==> src/rtl/mux_arb_pkg.sv <==
// Shared definitions for 2:1 mux arbitration.
//   state_e : arbiter ownership state (no owner, A owns, B owns)
//   SEL_A   : mux select value that passes input A (S = 1)
//   SEL_B   : mux select value that passes input B (S = 0)
package mux_arb_pkg;

   typedef enum logic [1:0] {
      IDLE  = 2'd0,
      OWN_A = 2'd1,
      OWN_B = 2'd2
   } state_e;

   localparam logic SEL_A = 1'b1;
   localparam logic SEL_B = 1'b0;

endpackage

==> src/rtl/mux2_dw.sv <==
// DW-wide 2:1 mux modelling the transmission-gate mux on the shared line.
//   sel : 1 passes in1, 0 passes in0
//   in1 : data input selected when sel = 1
//   in0 : data input selected when sel = 0
//   y   : mux output
module mux2_dw #(
   parameter int DW = 8
) (
   input  logic          sel,
   input  logic [DW-1:0] in1,
   input  logic [DW-1:0] in0,
   output logic [DW-1:0] y
);

   assign y = sel ? in1 : in0;

endmodule

==> src/rtl/mux2_rr_arbiter.sv <==
// Round-robin arbiter sharing one 2:1 mux output between requesters A and B.
// Each grant is capped at MAX_HOLD cycles while the other side is waiting.
//   clk      : clock, rising edge
//   rst_n    : asynchronous active-low reset
//   req_a    : A requests the line (level, held until done)
//   data_a   : A data, sampled while A is granted
//   req_b    : B requests the line
//   data_b   : B data, sampled while B is granted
//   sel      : mux select, 1 = A passes, 0 = B passes
//   gnt_a    : A owns the line
//   gnt_b    : B owns the line
//   data_out : registered mux output, one cycle behind the grant
//   valid    : data_out carries granted data this cycle
module mux2_rr_arbiter
   import mux_arb_pkg::*;
#(
   parameter int DW       = 8,
   parameter int MAX_HOLD = 4
) (
   input  logic          clk,
   input  logic          rst_n,
   input  logic          req_a,
   input  logic [DW-1:0] data_a,
   input  logic          req_b,
   input  logic [DW-1:0] data_b,
   output logic          sel,
   output logic          gnt_a,
   output logic          gnt_b,
   output logic [DW-1:0] data_out,
   output logic          valid
);

   localparam int             CW        = $clog2(MAX_HOLD + 1);
   localparam logic [CW-1:0]  HOLD_LAST = CW'(MAX_HOLD - 1);

   state_e          state_q, state_d;
   logic [CW-1:0]   hold_q, hold_d;
   logic            last_a_q, last_a_d;   // 1 = A was the most recent owner
   logic            sel_q, sel_d;
   logic [DW-1:0]   data_q;
   logic            valid_q;
   logic [DW-1:0]   mux_y;

   mux2_dw #(.DW(DW)) u_mux (
      .sel (sel_q),
      .in1 (data_a),
      .in0 (data_b),
      .y   (mux_y)
   );

   always_comb begin
      state_d  = state_q;
      hold_d   = '0;
      last_a_d = last_a_q;
      case (state_q)
         IDLE: begin
            if (req_a && req_b) state_d = last_a_q ? OWN_B : OWN_A;
            else if (req_a)     state_d = OWN_A;
            else if (req_b)     state_d = OWN_B;
         end
         OWN_A: begin
            if (!req_a) begin
               state_d = req_b ? OWN_B : IDLE;
            end else if (req_b) begin
               // The count only runs while B is waiting; reaching the cap forces handover.
               if (hold_q == HOLD_LAST) state_d = OWN_B;
               else                     hold_d  = hold_q + CW'(1);
            end
         end
         OWN_B: begin
            if (!req_b) begin
               state_d = req_a ? OWN_A : IDLE;
            end else if (req_a) begin
               if (hold_q == HOLD_LAST) state_d = OWN_A;
               else                     hold_d  = hold_q + CW'(1);
            end
         end
         default: state_d = IDLE;
      endcase
      if (state_d != state_q) hold_d = '0;
      if (state_d == OWN_A) last_a_d = 1'b1;
      if (state_d == OWN_B) last_a_d = 1'b0;
      // Select is derived from the next state so it is a clean register output.
      sel_d = (state_d == OWN_A) ? SEL_A : SEL_B;
   end

   always_ff @(posedge clk or negedge rst_n) begin
      if (!rst_n) begin
         state_q  <= IDLE;
         hold_q   <= '0;
         last_a_q <= 1'b0;
         sel_q    <= SEL_B;
         data_q   <= '0;
         valid_q  <= 1'b0;
      end else begin
         state_q  <= state_d;
         hold_q   <= hold_d;
         last_a_q <= last_a_d;
         sel_q    <= sel_d;
         // Hold the previous word while nobody owns the line.
         if (gnt_a || gnt_b) data_q <= mux_y;
         valid_q  <= gnt_a | gnt_b;
      end
   end

   assign gnt_a    = (state_q == OWN_A);
   assign gnt_b    = (state_q == OWN_B);
   assign sel      = sel_q;
   assign data_out = data_q;
   assign valid    = valid_q;

endmodule

==> config.mk <==
export PLATFORM = sky130hd
export DESIGN_NAME = mux2_rr_arbiter
export DESIGN_NICKNAME = d
export VERILOG_FILES = /design/src/rtl/mux_arb_pkg.sv /design/src/rtl/mux2_dw.sv /design/src/rtl/mux2_rr_arbiter.sv
export SDC_FILE = /design/constraint.sdc
export NUM_CORES = 1
export LEC_CHECK = 0
export ABC_AREA = 1
export CORE_MARGIN = 1.5
export CORE_UTILIZATION = 40
export DETAILED_ROUTE_END_ITERATION = 10
export GPL_TIMING_DRIVEN = 0
export MAX_ROUTING_LAYER = met4
export PLACE_DENSITY_LB_ADDON = 0.2
export SKIP_CTS_REPAIR_TIMING = 1
export SKIP_LAST_GASP = 1
export SYNTH_ARGS = -nofsm -noshare
export SYNTH_HDL_FRONTEND = slang
export SYNTH_HIERARCHICAL = 1
export SYNTH_SLANG_ARGS = --single-unit
==> constraint.sdc <==
create_clock -name clk -period 1.5 [get_ports clk]
set_input_delay 0.3 -clock clk [delete_from_list [all_inputs] [get_ports clk]]
set_output_delay 0.3 -clock clk [all_outputs]
set_load 0.05 [all_outputs]
==> Word level (Yosys, flattened, before mapping) <==
Index checks and enable logic that the tools add are counted.
W data, S select, Z words.
{ "word_totals": {"word_cells": 42, "input_bits": 20, "reg_bits": 16} }
{ "classes": {"n_reduce_logical": 4, "addsub": 1, "bitwise": 1, "muxes": 24, "eq_ne": 6} }
{ "op_table": {"columns": ["cell", "n"], "rows": [
  ["$mux W2", 11],
  ["$mux W3", 6],
  ["$mux W8", 1],
  ["$pmux W2 S3", 1],
  ["$pmux W3 S2", 1],
  ["$eq A2 B1 Y1 const B", 2],
  ["$eq A2 B2 Y1 const B", 2],
  ["$mux W1", 4],
  ["$add A3 B1 Y3 const B", 1],
  ["$eq A3 B2 Y1 const B", 1],
  ["$logic_not A2 Y1", 1],
  ["$ne A2 B2 Y1", 1],
  ["$reduce_bool A2 Y1", 1],
  ["$logic_and A1 B1 Y1", 1],
  ["$logic_or A1 B1 Y1", 1],
  ["$or A1 B1 Y1", 1]
]} }

==> Logic depth before layout (Yosys ltp) <==
{ "logic_depth": {"depth_word": 8, "ltp_mapped": 11, "depth_no_buf": 11} }

==> Cells and area by module <==
The synthesis kept the hierarchy.
{ "modules_own_cells": {"columns": ["module", "seq_area_each_um2", "cells_each", "instances", "area_each_um2"], "rows": [
  ["mux2_rr_arbiter", 400.4, 83, 1, 842.1],
  ["mux2_dw", 0.0, 26, 1, 105.1]
]} }

==> Least setup slack after synthesis <==
Ideal clock, no wire load.
{ "synth_path": {"path_type": "register -> register", "start": "register state_q[0]", "end": "register last_a_q", "stages_incl_launch_ff": 10, "setup_time_ns": 0.126, "required_ns": 1.374, "arrival_time_ns": 1.874, "slack_ns": -0.500, "synth_period_minus_slack_ns": 2.000, "cell_sequence": "dfrtp_1 inv_1 ha_1 o21a_2 nand2_1 nand3_2 nand2_2 ha_1 nand2_1 o21ai_0"} }
{ "synth_rtl": {"columns": ["element", "line_no", "text"], "rows": [
  ["from (decl)", "mux2_rr_arbiter.sv:36", "state_e state_q, state_d;"],
  ["from (signal assigned)", "mux2_rr_arbiter.sv:96", "state_q <= state_d;"],
  ["$eq A2 B2 Y1 *", null, null],
  ["net gnt_b", "mux2_rr_arbiter.sv:28", "output logic gnt_b,"],
  ["$pmux W2 S3 *", "mux2_rr_arbiter.sv:55", "case (state_q)"],
  ["$eq A2 B2 Y1 / $eq A2 B1 Y1 (equally long branches)", "mux2_rr_arbiter.sv:82, mux2_rr_arbiter.sv:81", null],
  ["$mux W1 / $reduce_bool A2 Y1 (equally long branches)", null, null],
  ["to (signal assigned)", "mux2_rr_arbiter.sv:98", "last_a_q <= last_a_d;"],
  ["to (decl)", "mux2_rr_arbiter.sv:38", "logic last_a_q, last_a_d;"]
]} }
Mark *: on every way through the listed nets, which the timed path passes. The rest lies on a longest branch.
A chain may end at the register's enable or synchronous reset.

==> Worst setup path after layout <==
{ "layout_path": {"start": "register state_q[0]", "end": "output gnt_b"} }
{ "layout_via": {"elab_chain_cells": 1} }
{ "layout_lines": {"columns": ["element", "line_no", "text"], "rows": [
  ["$eq A2 B2 Y1", "mux2_rr_arbiter.sv:107", "assign gnt_b = (state_q == OWN_B);"],
  ["to (decl)", "mux2_rr_arbiter.sv:28", null]
]} }
No other way between the ends.

==> results by stage <==
Run status:
- The final reports fail on negative setup slack.
- The run finished, with violations left.

Place:
- The HPWL after detailed placement is 1560 µm.
- The congestion estimate from routability-driven global placement came to 0.898.
- The number of buffers inserted by port buffering is 31.
- The cell count after placement is 168.

STA:
- The post-route minimum period is 1700 ps.
- The hold violation count in the final report was 0.
- The maximum clock skew at final layout is 2.78 ps.
- Based on the critical path, the design can be clocked at up to 587 MHz.
- The max-slew violation total from the final report is 0.
- The final critical-path share of the clock period is 1.14.
- The worst pin sits at a relative slew slack of 0.543.
- The slew of the pin with the lowest slew margin is 683 ps.
- Setup violations remaining at the end of the flow were counted as 14.
- Setup repair after global routing could not meet its margin everywhere.
- Setup slack on the critical path of the routed design comes to -203 ps.

Critical path:
- The peak fanout along the critical path is 5.
- The cell with the largest stage delay on the worst path is dfrtp_2.
- The slack of the worst reg-to-reg path is -100 ps.
- Grouping stages by cell kind, the critical path spends the most delay in buffers and inverters.
- The kind of launch point of the worst setup path is a flip-flop.
- The type of the worst setup path is flip-flop to output pin.
- At the worst endpoint, the required time is 1200 ps.
- The startpoint of the lowest-slack register-to-register path is state_q[1].
- The critical path data arrival time is 1400 ps.
- Walking the worst path, the cells encountered are inv_4, ha_4, dlymetal6s2s_1.
- On the worst path, the slowest cell contributes a delay of 450 ps.
- The path depth of the worst reg2reg path is 10.
- The endpoint type of the worst setup path is an output pin.
- The critical path crosses 3 cells after its start point.
- The total buffers and inverters traversed by the critical path is 2.
- The reg-to-reg endpoint is last_a_q.

CTS:
- Clock latency on the worst-skew pair, taken at its later pin, is 280 ps.
- The CTS root buffer is clkbuf_4.
- Buffers inserted during clock tree synthesis total 3.
- No sink is reached through more buffers than the 2 on the longest clock path.
- The clock tree from TritonCTS is done.
- CTS built an H-tree with a depth of 1.
- The CTS sink count is 16.
- The clock slew at the register clock pins of the worst setup and hold paths is 90 ps.

Floorplanning:
- The core area is 2230 µm².
- The initial core utilization is 0.424.
- The I/O pin count is 32.
- The die area is 2670 µm².
- The x dimension of the die is 51.7 µm.
- The die is 51.7 µm tall.
- The number of core rows is 17.

Route:
- The number of iterations in the first detailed-routing pass is 4.
- The number of vias per cell is 4.84.
- For this block, the routed nets add up to 2040 µm of wire.
- The count of nets left with antenna violations once routing finished came out at 0.
- Dividing the detail-routed wire length by the instance count gives 11.6 µm.
- For this run, design rule violations remaining after detail routing come to 0.
- The detailed router's first-iteration violation count is 14.
- Summing over every cut layer, the via total after detailed routing is 852.

Yosys:
- The mapped netlist covers 947 µm².
- The area share of the leading cell type in the synthesized netlist is 0.423.
- Counting flops and latches in the post-synthesis netlist gives 16.
- Synthesis instantiated 18 different standard cells from the library.
- The share of the yosys chip area belonging to registers is 0.423.
- After synthesis, the cell types taking the most area are dfrtp_1 (42%), nand2_1 (14%), mux2_2 (9.5%).
- After synthesis, the most frequently instantiated cells are nand2_1 (36), dfrtp_1 (16), inv_1 (8), mux2_2 (8), nand3_1 (8).
- The share of synthesized registers carrying an async set or reset is 1.00.
- The dominant register cell in the synthesized netlist is dfrtp_1.
- Yosys instantiated no cell more often than nand2_1.
- The Yosys step of the flow raised 6 warnings.
- The largest total area in the synthesized netlist belongs to dfrtp_1.
- The post-synthesis instance total is 109.
- After synthesis, the mean cell area works out to 8.69 µm².
- The number of flops mapped to enable cells by yosys is 0.
- The number of nets handed over by synthesis was 136.

Hold path:
- The class of the worst hold path is input pin to asynchronous set/reset pin.

Layout:
- In the final layout, the share of cells above drive strength 1 is 0.284.
- The number of nets in the layout is 176.
- The share of the core filled with cells is 0.654.
- The number of filler cells placed in the layout is 191.
- The number of antenna diodes in the final layout is 0.
- The post-synthesis to final-layout area growth is 54.2%.
- Summing all flip-flop and latch instances after layout gives 403 µm².
- The finished layout holds 176 standard cells, fillers aside.
- The combined area of the multi-input logic cells is 542 µm².

Run:
- The max capacitance violation total is 0.

GRT:
- In the global route stage, overall resource usage came out at 0.165.
- The initial antenna violation count is 0.
- After global routing, the most crowded layer is met2.
- For met3 alone, demand over resource in global routing was 0.0603.
- The first global-routing pass estimated 3170 µm of wire.
- Entering global routing, the biggest net connects 17 pins.
- The via count of the first global-routing pass is 816.
- For met1 alone, demand over resource in global routing was 0.177.
- The total overflow left after global routing is 0.
- For met2 alone, demand over resource in global routing was 0.293.

Power:
- The power per standard cell area is 2160 nW/µm².
- The standby leakage power is 0.801 nW.
- The worst-case IR drop observed on VDD is 1.65 mV.
-- kinds of logic (layout without fill, tap and decap cells) --
family	after synthesis	after routing	share of synthesized area
adders and majority gates	7	7	0.0925
AOI/OAI and AO/OA	3	3	0.0238
DFF	16	16	0.423
muxes	8	8	0.0951
and+or+nand+nor	62	62	0.305
buffers and inverters	13	52	0.0608
-- report_power, final --
group          total (mW)  internal (mW)  switching [mW]
Sequential          0.736          0.621           0.116
Combinational        2.14          0.886            1.26
Clock               0.279          0.148           0.132
Total                3.16           1.65            1.51
-- flip-flops by register name (all words and copies together) (netlist names) --
name,count
last_a_q,1
data_out,8
state_q,2
hold_q,3
valid,1
sel,1
-- worst register-to-register path, stage by stage (launching register included) --
cell	delay, ps
dfrtp_2	490
inv_2	120
ha_4	160
nand2_1	50
nor2_1	110
nand2_1	80
nand3_2	100
nand2_4	80
ha_4	270
nand2_1	40
o21ai_1	60
-- metal layers --
metal	vias to the layer above	wire, µm
li1	427	-
met1	409	839
met2	14	1110
met3	2	88
met4	0	8
met5	-	0
-- placed cells by master, fill, tap and decap left out, types with 2 or more instances in the layout --
master and count:
nand2_1 36, clkdlybuf4s50_1 17, dfrtp_1 14, dlymetal6s2s_1 13, nand3_1 8, mux2_2 8
inv_2 5, inv_1 5, nor2_1 5, nand3_2 4, ha_1 4, buf_4 4
nand2_2 3, ha_4 3, clkbuf_4 3, nand4_1 2, nand2_4 2, buf_6 2
dfrtp_2 2
-- through the flow --
| step | hold WS, ps | power [mW] | TNS (ps) | setup WS (ps) | cell area [µm²] |
|---|---|---|---|---|---|
| 6_report | 419 | 3.16 | -451 | -203 | 1460 |
| 5_1_grt | 481 | 3.36 | -1210 | -249 | 1460 |
| 4_1_cts | 443 | 3.05 | -4750 | -647 | 1370 |
| 3_5_place_dp | 495 | 2.76 | -3090 | -460 | 1340 |
| 3_3_place_gp | 490 | 2.72 | -2600 | -402 | 1340 |
| 2_1_floorplan | 4.41 | 2.22 | -67.4 | -67.4 | 990 |
-- how the worst max path moves through the flow --
| stage | startpoint | endpoint | slack (ps) |
|---|---|---|---|
| after floorplan | state_q[0] | last_a_q | -70 |
| after global placement | req_a | last_a_q | -400 |
| after detailed placement | req_a | last_a_q | -460 |
| after CTS | state_q[0] | gnt_b | -650 |
| after global routing | state_q[0] | gnt_b | -250 |
| final | state_q[0] | gnt_b | -200 |
-- final cells by class --
type | instances | area share
Clock buffer | 4 | 0.0249
Sequential cell | 16 | 0.276
Multi-Input combinational cell | 80 | 0.371
Buffer | 2 | 0.0154
Tap cell | 28 | 0.0240
Timing Repair Buffer | 35 | 0.259
Inverter | 11 | 0.0300
Note: power is estimated with default switching activity, not from simulation.
